**config.mk**
```make
export PLATFORM = sky130hd
export DESIGN_NAME = ex_div
export DESIGN_NICKNAME = d
export VERILOG_FILES = /design/src/rtl/ex_div.sv
export SDC_FILE = /design/constraint.sdc
export NUM_CORES = 1
export LEC_CHECK = 0
export ABC_AREA = 1
export BUFFER_PORTS_ARGS = -buffer_cell sky130_fd_sc_hd__clkbuf_2
export CORE_ASPECT_RATIO = 0.6
export CORE_MARGIN = 2
export CORE_UTILIZATION = 41
export DETAILED_ROUTE_END_ITERATION = 10
export GPL_TIMING_DRIVEN = 0
export PLACE_DENSITY_LB_ADDON = 0.05
export RECOVER_POWER = 100
export SLEW_MARGIN = 20
export SYNTH_ARGS = -nofsm -noshare
export SYNTH_HDL_FRONTEND = slang
export SYNTH_SLANG_ARGS = --single-unit
```
**constraint.sdc**
```tcl
create_clock -name clk_i -period 5.8 [get_ports clk_i]
set_clock_uncertainty 0.05 [all_clocks]
set_input_delay 0.58 -clock clk_i [delete_from_list [all_inputs] [get_ports clk_i]]
set_output_delay 0.58 -clock clk_i [all_outputs]
set_load 0.01 [all_outputs]
```
**src/rtl/ex_div.sv**
```systemverilog
// ex_div: multi-cycle radix-2 restoring divider for RV32M DIV/DIVU/REM/REMU
module ex_div (
    input  logic        clk_i,
    input  logic        rst_n_i,
    input  logic        start_i,
    input  logic [2:0]  op_i,
    input  logic [31:0] dividend_i,
    input  logic [31:0] divisor_i,
    input  logic [4:0]  reg_waddr_i,
    input  logic        flush_i,
    output logic [31:0] result_o,
    output logic        done_o,
    output logic        busy_o,
    output logic [4:0]  reg_waddr_o
);
    typedef enum logic [1:0] {IDLE, START, CALC, END} state_t;
    state_t      state;
    logic [2:0]  op_q;
    logic [31:0] quo_q;
    logic [31:0] dvs_q;
    logic [32:0] rem_q;
    logic [5:0]  cnt_q;
    logic        q_neg_q;
    logic        r_neg_q;
    logic [4:0]  waddr_q;
    logic        signed_op;
    logic        is_rem;
    logic        ge;
    logic [33:0] shifted;
    logic [33:0] diff;
    logic [32:0] rem_nxt;
    logic [31:0] quo_nxt;
    logic [31:0] q_fin;
    logic [31:0] r_fin;
    logic [31:0] res_calc;
    logic [31:0] res_zero;
    // One restoring shift-subtract step, and the sign fix-up applied on the final step
    always_comb begin
        signed_op = op_q[2] & ~op_q[0];
        is_rem    = op_q[1];
        shifted   = {rem_q, quo_q[31]};
        diff      = shifted - {2'b0, dvs_q};
        ge        = ~diff[33];
        rem_nxt   = ge ? diff[32:0] : shifted[32:0];
        quo_nxt   = {quo_q[30:0], ge};
        q_fin     = (signed_op && q_neg_q) ? -quo_nxt : quo_nxt;
        r_fin     = (signed_op && r_neg_q) ? -rem_nxt[31:0] : rem_nxt[31:0];
        res_calc  = is_rem ? r_fin : q_fin;
        res_zero  = is_rem ? quo_q : 32'hFFFF_FFFF;
    end
    // Control FSM; START spends two cycles (sign prep, then dispatch) so the zero and
    // nonzero divisor paths finish two and thirty-four edges after the start edge
    always_ff @(posedge clk_i or negedge rst_n_i) begin
        if (!rst_n_i) begin
            state       <= IDLE;
            op_q        <= '0;
            quo_q       <= '0;
            dvs_q       <= '0;
            rem_q       <= '0;
            cnt_q       <= '0;
            q_neg_q     <= 1'b0;
            r_neg_q     <= 1'b0;
            waddr_q     <= '0;
            result_o    <= '0;
            done_o      <= 1'b0;
            busy_o      <= 1'b0;
            reg_waddr_o <= '0;
        end else begin
            done_o      <= 1'b0;
            result_o    <= '0;
            reg_waddr_o <= '0;
            if (flush_i) begin
                state  <= IDLE;
                busy_o <= 1'b0;
            end else begin
                case (state)
                    IDLE: if (start_i) begin
                        op_q    <= op_i;
                        quo_q   <= dividend_i;
                        dvs_q   <= divisor_i;
                        waddr_q <= reg_waddr_i;
                        rem_q   <= '0;
                        cnt_q   <= '0;
                        busy_o  <= 1'b1;
                        state   <= START;
                    end
                    START: if (cnt_q == 6'd0) begin
                        if (dvs_q != '0 && signed_op) begin
                            quo_q <= quo_q[31] ? -quo_q : quo_q;
                            dvs_q <= dvs_q[31] ? -dvs_q : dvs_q;
                        end
                        q_neg_q <= quo_q[31] ^ dvs_q[31];
                        r_neg_q <= quo_q[31];
                        cnt_q   <= 6'd1;
                    end else begin
                        cnt_q <= '0;
                        if (dvs_q == '0) begin
                            state       <= END;
                            done_o      <= 1'b1;
                            result_o    <= res_zero;
                            reg_waddr_o <= waddr_q;
                        end else begin
                            state <= CALC;
                        end
                    end
                    CALC: begin
                        quo_q <= quo_nxt;
                        rem_q <= rem_nxt;
                        cnt_q <= cnt_q + 6'd1;
                        if (cnt_q == 6'd31) begin
                            state       <= END;
                            done_o      <= 1'b1;
                            result_o    <= res_calc;
                            reg_waddr_o <= waddr_q;
                        end
                    end
                    END: begin
                        state  <= IDLE;
                        busy_o <= 1'b0;
                    end
                endcase
            end
        end
    end
endmodule

```
# Word-level counts from Yosys, hierarchy flattened
# Index checks and enable logic that the tools add are counted.
dict set report classes {
  eq_ne 12
  muxes 44
  n_reduce_logical 21
  bitwise 5
  addsub 6
}
# operator count
set ops {}
lappend ops {{2-to-1 mux 32 bit} 16}
lappend ops {{negator 32 bit} 4}
lappend ops {{case mux 32 bit (2 select lines)} 2}
lappend ops {{case mux 32 bit (3 select lines)} 1}
lappend ops {{2-to-1 mux 33 bit} 2}
lappend ops {{case mux 33 bit (2 select lines)} 1}
lappend ops {{subtractor 34 x 32 -> 34 bit} 1}
lappend ops {{zero test 32 bit} 1}
lappend ops {{nonzero test 32 bit} 1}
lappend ops {{2-to-1 mux 5 bit} 4}
lappend ops {{case mux 6 bit (3 select lines)} 1}
lappend ops {{AND reduction 3 bit} 5}
lappend ops {{AND reduction 6 bit} 2}
lappend ops {{inequality test 2 bit (second input constant)} 5}
lappend ops {{case mux 5 bit (2 select lines)} 1}
lappend ops {{AND reduction 5 bit} 2}
lappend ops {{inequality test 3 bit (second input constant)} 3}
lappend ops {{2-to-1 mux 1 bit} 8}
lappend ops {{2-to-1 mux 2 bit} 4}
lappend ops {{case mux 2 bit (4 select lines)} 1}
lappend ops {{adder 6 x 1 -> 6 bit (second input constant)} 1}
lappend ops {{== test 6 x 5 -> 1 bit (second input constant)} 1}
lappend ops {{zero test 6 bit} 1}
lappend ops {{2-to-1 mux 6 bit} 1}
lappend ops {{11 further kinds} 19}
dict set report totals {
  ff_bits 154
  output_inout_bits 39
}

# Depth between registers and ports, before layout
dict set report logic_depth {
  word_depth 8
  ltp_mapped 30
  depth_no_buf 29
}

# Least setup slack after synthesis
# OpenSTA, ideal clock, no wires.
dict set report synth_path {
  path_type {flip-flop to flip-flop}
  start {register dvs_q[22]}
  end {register result_o[30]}
  setup_slack_ps 2437
  setup_ps 78
  synth_period_minus_slack_ps 3363
  path_buffers 1
  arrival_ps 3235
  path_stages_with_launch 24
  path_cell_list {dfrtp_1 -> inv_1 -> ha_1 -> a21oi_1 -> o21a_1 -> nand2_1 -> a21oi_4 -> nand3_4 -> nand2_8 -> buf_4 -> ha_1 -> inv_1 -> nor2_1 -> inv_1 -> o21ai_0 -> inv_1 -> a21oi_1 -> inv_1 -> a21oi_1 -> xor2_1 -> nor2_1 -> nor2_1 -> nand2_1 -> a21oi_1}
}
dict set report synth_between {
  elab_chain_cells 8
  elab_cells_between_ends 14
}
# element line
set synth_rtl {}
lappend synth_rtl {{from (decl)} 20} ;# logic [31:0] dvs_q;
lappend synth_rtl {{from (signal assigned)} 80} ;# dvs_q <= divisor_i;
lappend synth_rtl {{from (signal assigned)} 90} ;# dvs_q <= dvs_q[31] ? -dvs_q : dvs_q;
lappend synth_rtl {{subtractor 34 x 32 -> 34 bit} 42} ;# diff = shifted - {2'b0, dvs_q};
lappend synth_rtl {{2-to-1 mux 33 bit or NOT 1 bit (tied branches)} {44, 43}}
lappend synth_rtl {{negator 32 bit (on tied branches)} {47, 46}}
lappend synth_rtl {{2-to-1 mux 32 bit (on tied branches)} {47, 46}}
lappend synth_rtl {{2-to-1 mux 32 bit} 48} ;# res_calc = is_rem ? r_fin : q_fin;
lappend synth_rtl {{2-to-1 mux 32 bit} 110} ;# if (cnt_q == 6'd31) begin
lappend synth_rtl {{case mux 32 bit (2 select lines) *} 76} ;# case (state)
lappend synth_rtl {{2-to-1 mux 32 bit *} 72} ;# if (flush_i) begin
lappend synth_rtl {{to (signal assigned)} 100} ;# result_o <= res_zero;
lappend synth_rtl {{to (signal assigned)} 113} ;# result_o <= res_calc;
lappend synth_rtl {{to (decl)} 11} ;# output logic [31:0] result_o,
# Every way passes the cells marked *; elsewhere a longest branch is shown, timed or not.
# A chain may end at the register's enable or synchronous reset.

# Worst setup path in the final report
dict set report layout_path {
  start {register dvs_q[22]}
  end {register result_o[31]}
}
# Same word-level chain as after synthesis.

==> flow_summary.ini <==
[timing]
worst_pin_slew_ns = 4.37
slew_headroom_pct = -191
period_needed_ns = 5.35
slew_violations = 73
hold_violations = 0
tns_ns = 0
max_freq_mhz = 187
rsz0062_at_grt = no
finalCritPeriodShare_pct = 92.3
finalSetupViolations = 0

[placed_design]
gp_congestion = 1.00
dp_hpwl_mm = 48.4
port_buffers = 114

[clocking]
holdBufCountCts = 0
cts_buffers = 17
cts_resized = 0
cts_root_buf = clkbuf_16
clkLatencyLatePin_ns = 0.47
cts_tree = yes
cts.reportedPaths.clkPinSlew_ns = 0.07
cts_buffer_depth = 2
post-cts-setup-buffer-count = 0
cts_sinks = 154
cts.htree.levels = 4

[global_routing]
grt_max_degree = 83
grt_pass1_wl_mm = 86.1
grt_pass1_vias = 13400
antenna_found_initial = 1
grtUsageTotal_pct = 35.0
grt-ovfl-total = 0

[logic_synthesis]
synth_compound_area_share_pct = 20.7
async_flop_share_pct = 100
synthDistinctLibCells = 58
yosysSeqAreaShare_pct = 29.4
ys_warn_count = 0
synth-xor-area-share_pct = 1.47
synth-simple-area-share_pct = 33.6
synth-main-ff-cell = dfrtp_1
synth-adder-area-share_pct = 4.25
synth-seq-cells = 154
synth_nets = 2175
synth_top_family_by_area = simple AND/OR/NAND/NOR gates
syn_area_per_cell_um2 = 6.39
muxShareOfSynthArea_pct = 0.0858
netlist_area_mm2 = 0.0131
synth_edf_count = 0
syn_inst = 2055

[route]
wl_per_cell_um = 22.3
first_pass_iters = 6
drc = 0
route.vias.total = 15000
vias_per_cell = 5.74
drt-initial-drc-count = 1939
ant_nets = 0
wl_mm = 58.4

[worst_setup_path]
cp_max_fo = 10
start_kind = register
path_buf_inv = 3
cp_top_family = compound AO/OA/AOI/OAI gates
crit_top_cell = nand2_1
cp.arrival_ns = 5.67
cp.required_ns = 6.11
crit_chain = inv_1 -> ha_1 -> a21oi_1 -> o21a_1 -> nand2_1 -> a21oi_4 -> nand2_1 -> nand2_1 -> nand2_1 -> clkbuf_1 -> clkbuf_1 -> o21ai_0 -> nand3_1 -> nand3_1 -> nand2_1 -> a21oi_1
cp_slowest_stage_delay_ns = 0.84
critPathKind = register to register
slowest_stage = o21ai_0
endpoint_kind = register

[final_layout]
area_growth_syn_to_layout_pct = 11.5
final_common_cell = nand2_1
drive_above_1_share_pct = 7.54
final_nets = 2309
most-common-layout-cells = nand2_1 (530), inv_1 (280), nor2_1 (236)
antenna_cells = 0
post-route-util_pct = 46.7

[floorplanning]
dieArea_mm2 = 0.0335
core.rowCount = 50
die_w_um = 235
start_util_pct = 41.9
die_h_um = 143
core-area_mm2 = 0.0313
io_pins = 115

[status]
violations = capacitance limit, slew limit
outcome = complete, but fails checks

[hold_path]
worstHoldPathType = input pin to register

[run]
drv_cap = 1
==> flip-flops by register name (all words and copies together) (netlist names), 2 cells and up <==
signal,flops
cnt_q,6
dvs_q,32
waddr_q,5
result_o,32
reg_waddr_o,5
rem_q,33
quo_q,32
state,2
op_q,3
==> routing by layer <==
metal	GRT usage (%)	wire, um	part of all wire, %
met1	56.3	29400	50
met5	2.60	136	0.23
met4	6.03	565	0.97
met2	37.6	18300	31
met3	19.2	9970	17
==> worst reg2reg max path, stage by stage, from the launching register on <==
cell and delay (ns):
dfrtp_1 0.51, inv_1 0.18, ha_1 0.38, a21oi_1 0.30, o21a_1 0.16, nand2_1 0.10
a21oi_4 0.34, nand2_1 0.13, nand2_1 0.31, nand2_1 0.43, clkbuf_1 0.46, clkbuf_1 0.50
o21ai_0 0.85, nand3_1 0.16, nand3_1 0.12, nand2_1 0.06, a21oi_1 0.22
==> cells by family after synthesis <==
kind of cell,count (synthesis)
buffers and inverters,355
AO/OA/AOI/OAI,463
XOR/XNOR,22
AND/OR/NAND/NOR,1016
flip-flops,154
multiplexers,1
adder cells (fa/ha/maj),44
==> per-stage QoR <==
stage / std cells / hold slack, ns / instance area, um2 / setup WS (ns)
after floorplan: 2055 / 0.234 / 13100 / 2.44
final: 2618 / 0.300 / 14600 / 0.447
after global placement: 2585 / 0.415 / 14200 / 1.12
after CTS: 2618 / 0.0643 / 14800 / 1.15
after global routing: 2618 / 0.289 / 14600 / 0.245
after detailed placement: 2586 / 0.435 / 14200 / 1.19
==> cell type report <==
type,instances,area (um2)
Fill cell,3363,16700
Inverter,288,1080
Sequential cell,154,3850
Timing Repair Buffer,115,548
Clock buffer,17,425
Multi-Input combinational cell,1546,7770
Clock inverter,15,164
Buffer,67,272
Tap cell,416,520
==> Yosys cell counts, types with 10 or more instances <==
library cell	count	area (um2)
xnor2_1	12	105
nor4_1	12	75.1
dfrtp_1	154	3850
nand4_1	28	175
o211ai_1	16	120
inv_1	278	1040
ha_1	43	538
o221ai_1	20	175
a31oi_1	10	62.6
xor2_1	10	87.6
clkbuf_1	58	218
nand3_1	126	631
a21oi_1	125	626
o21bai_1	11	82.6
o21ai_0	188	941
nand2_1	515	1930
nor2_1	231	867
nor3_1	34	170
o22ai_1	36	225
nand2_2	25	156
==> path summary, 6_finish.rpt <==
check                                  startpoint                       end  slack [ns]  cells past startpoint
setup / recovery            dvs_q[22]$_DFFE_PN0P_    result_o[31]$_DFF_PN0_        0.45                     16
hold / removal                            op_i[0]       op_q[0]$_DFFE_PN0P_        0.30                      2
setup reg to reg            dvs_q[22]$_DFFE_PN0P_    result_o[31]$_DFF_PN0_        0.45                     16
hold reg to reg            waddr_q[4]$_DFFE_PN0P_  reg_waddr_o[4]$_DFF_PN0_        0.44                      2
max in group asynchronous                 rst_n_i     result_o[0]$_DFF_PN0_        1.60                      1
min in group asynchronous                 rst_n_i     dvs_q[24]$_DFFE_PN0P_        1.58                      1
Power is left out: the tool's default activity adds up to more than one toggle a clock period on the data nets, which glitch-free logic cannot reach.
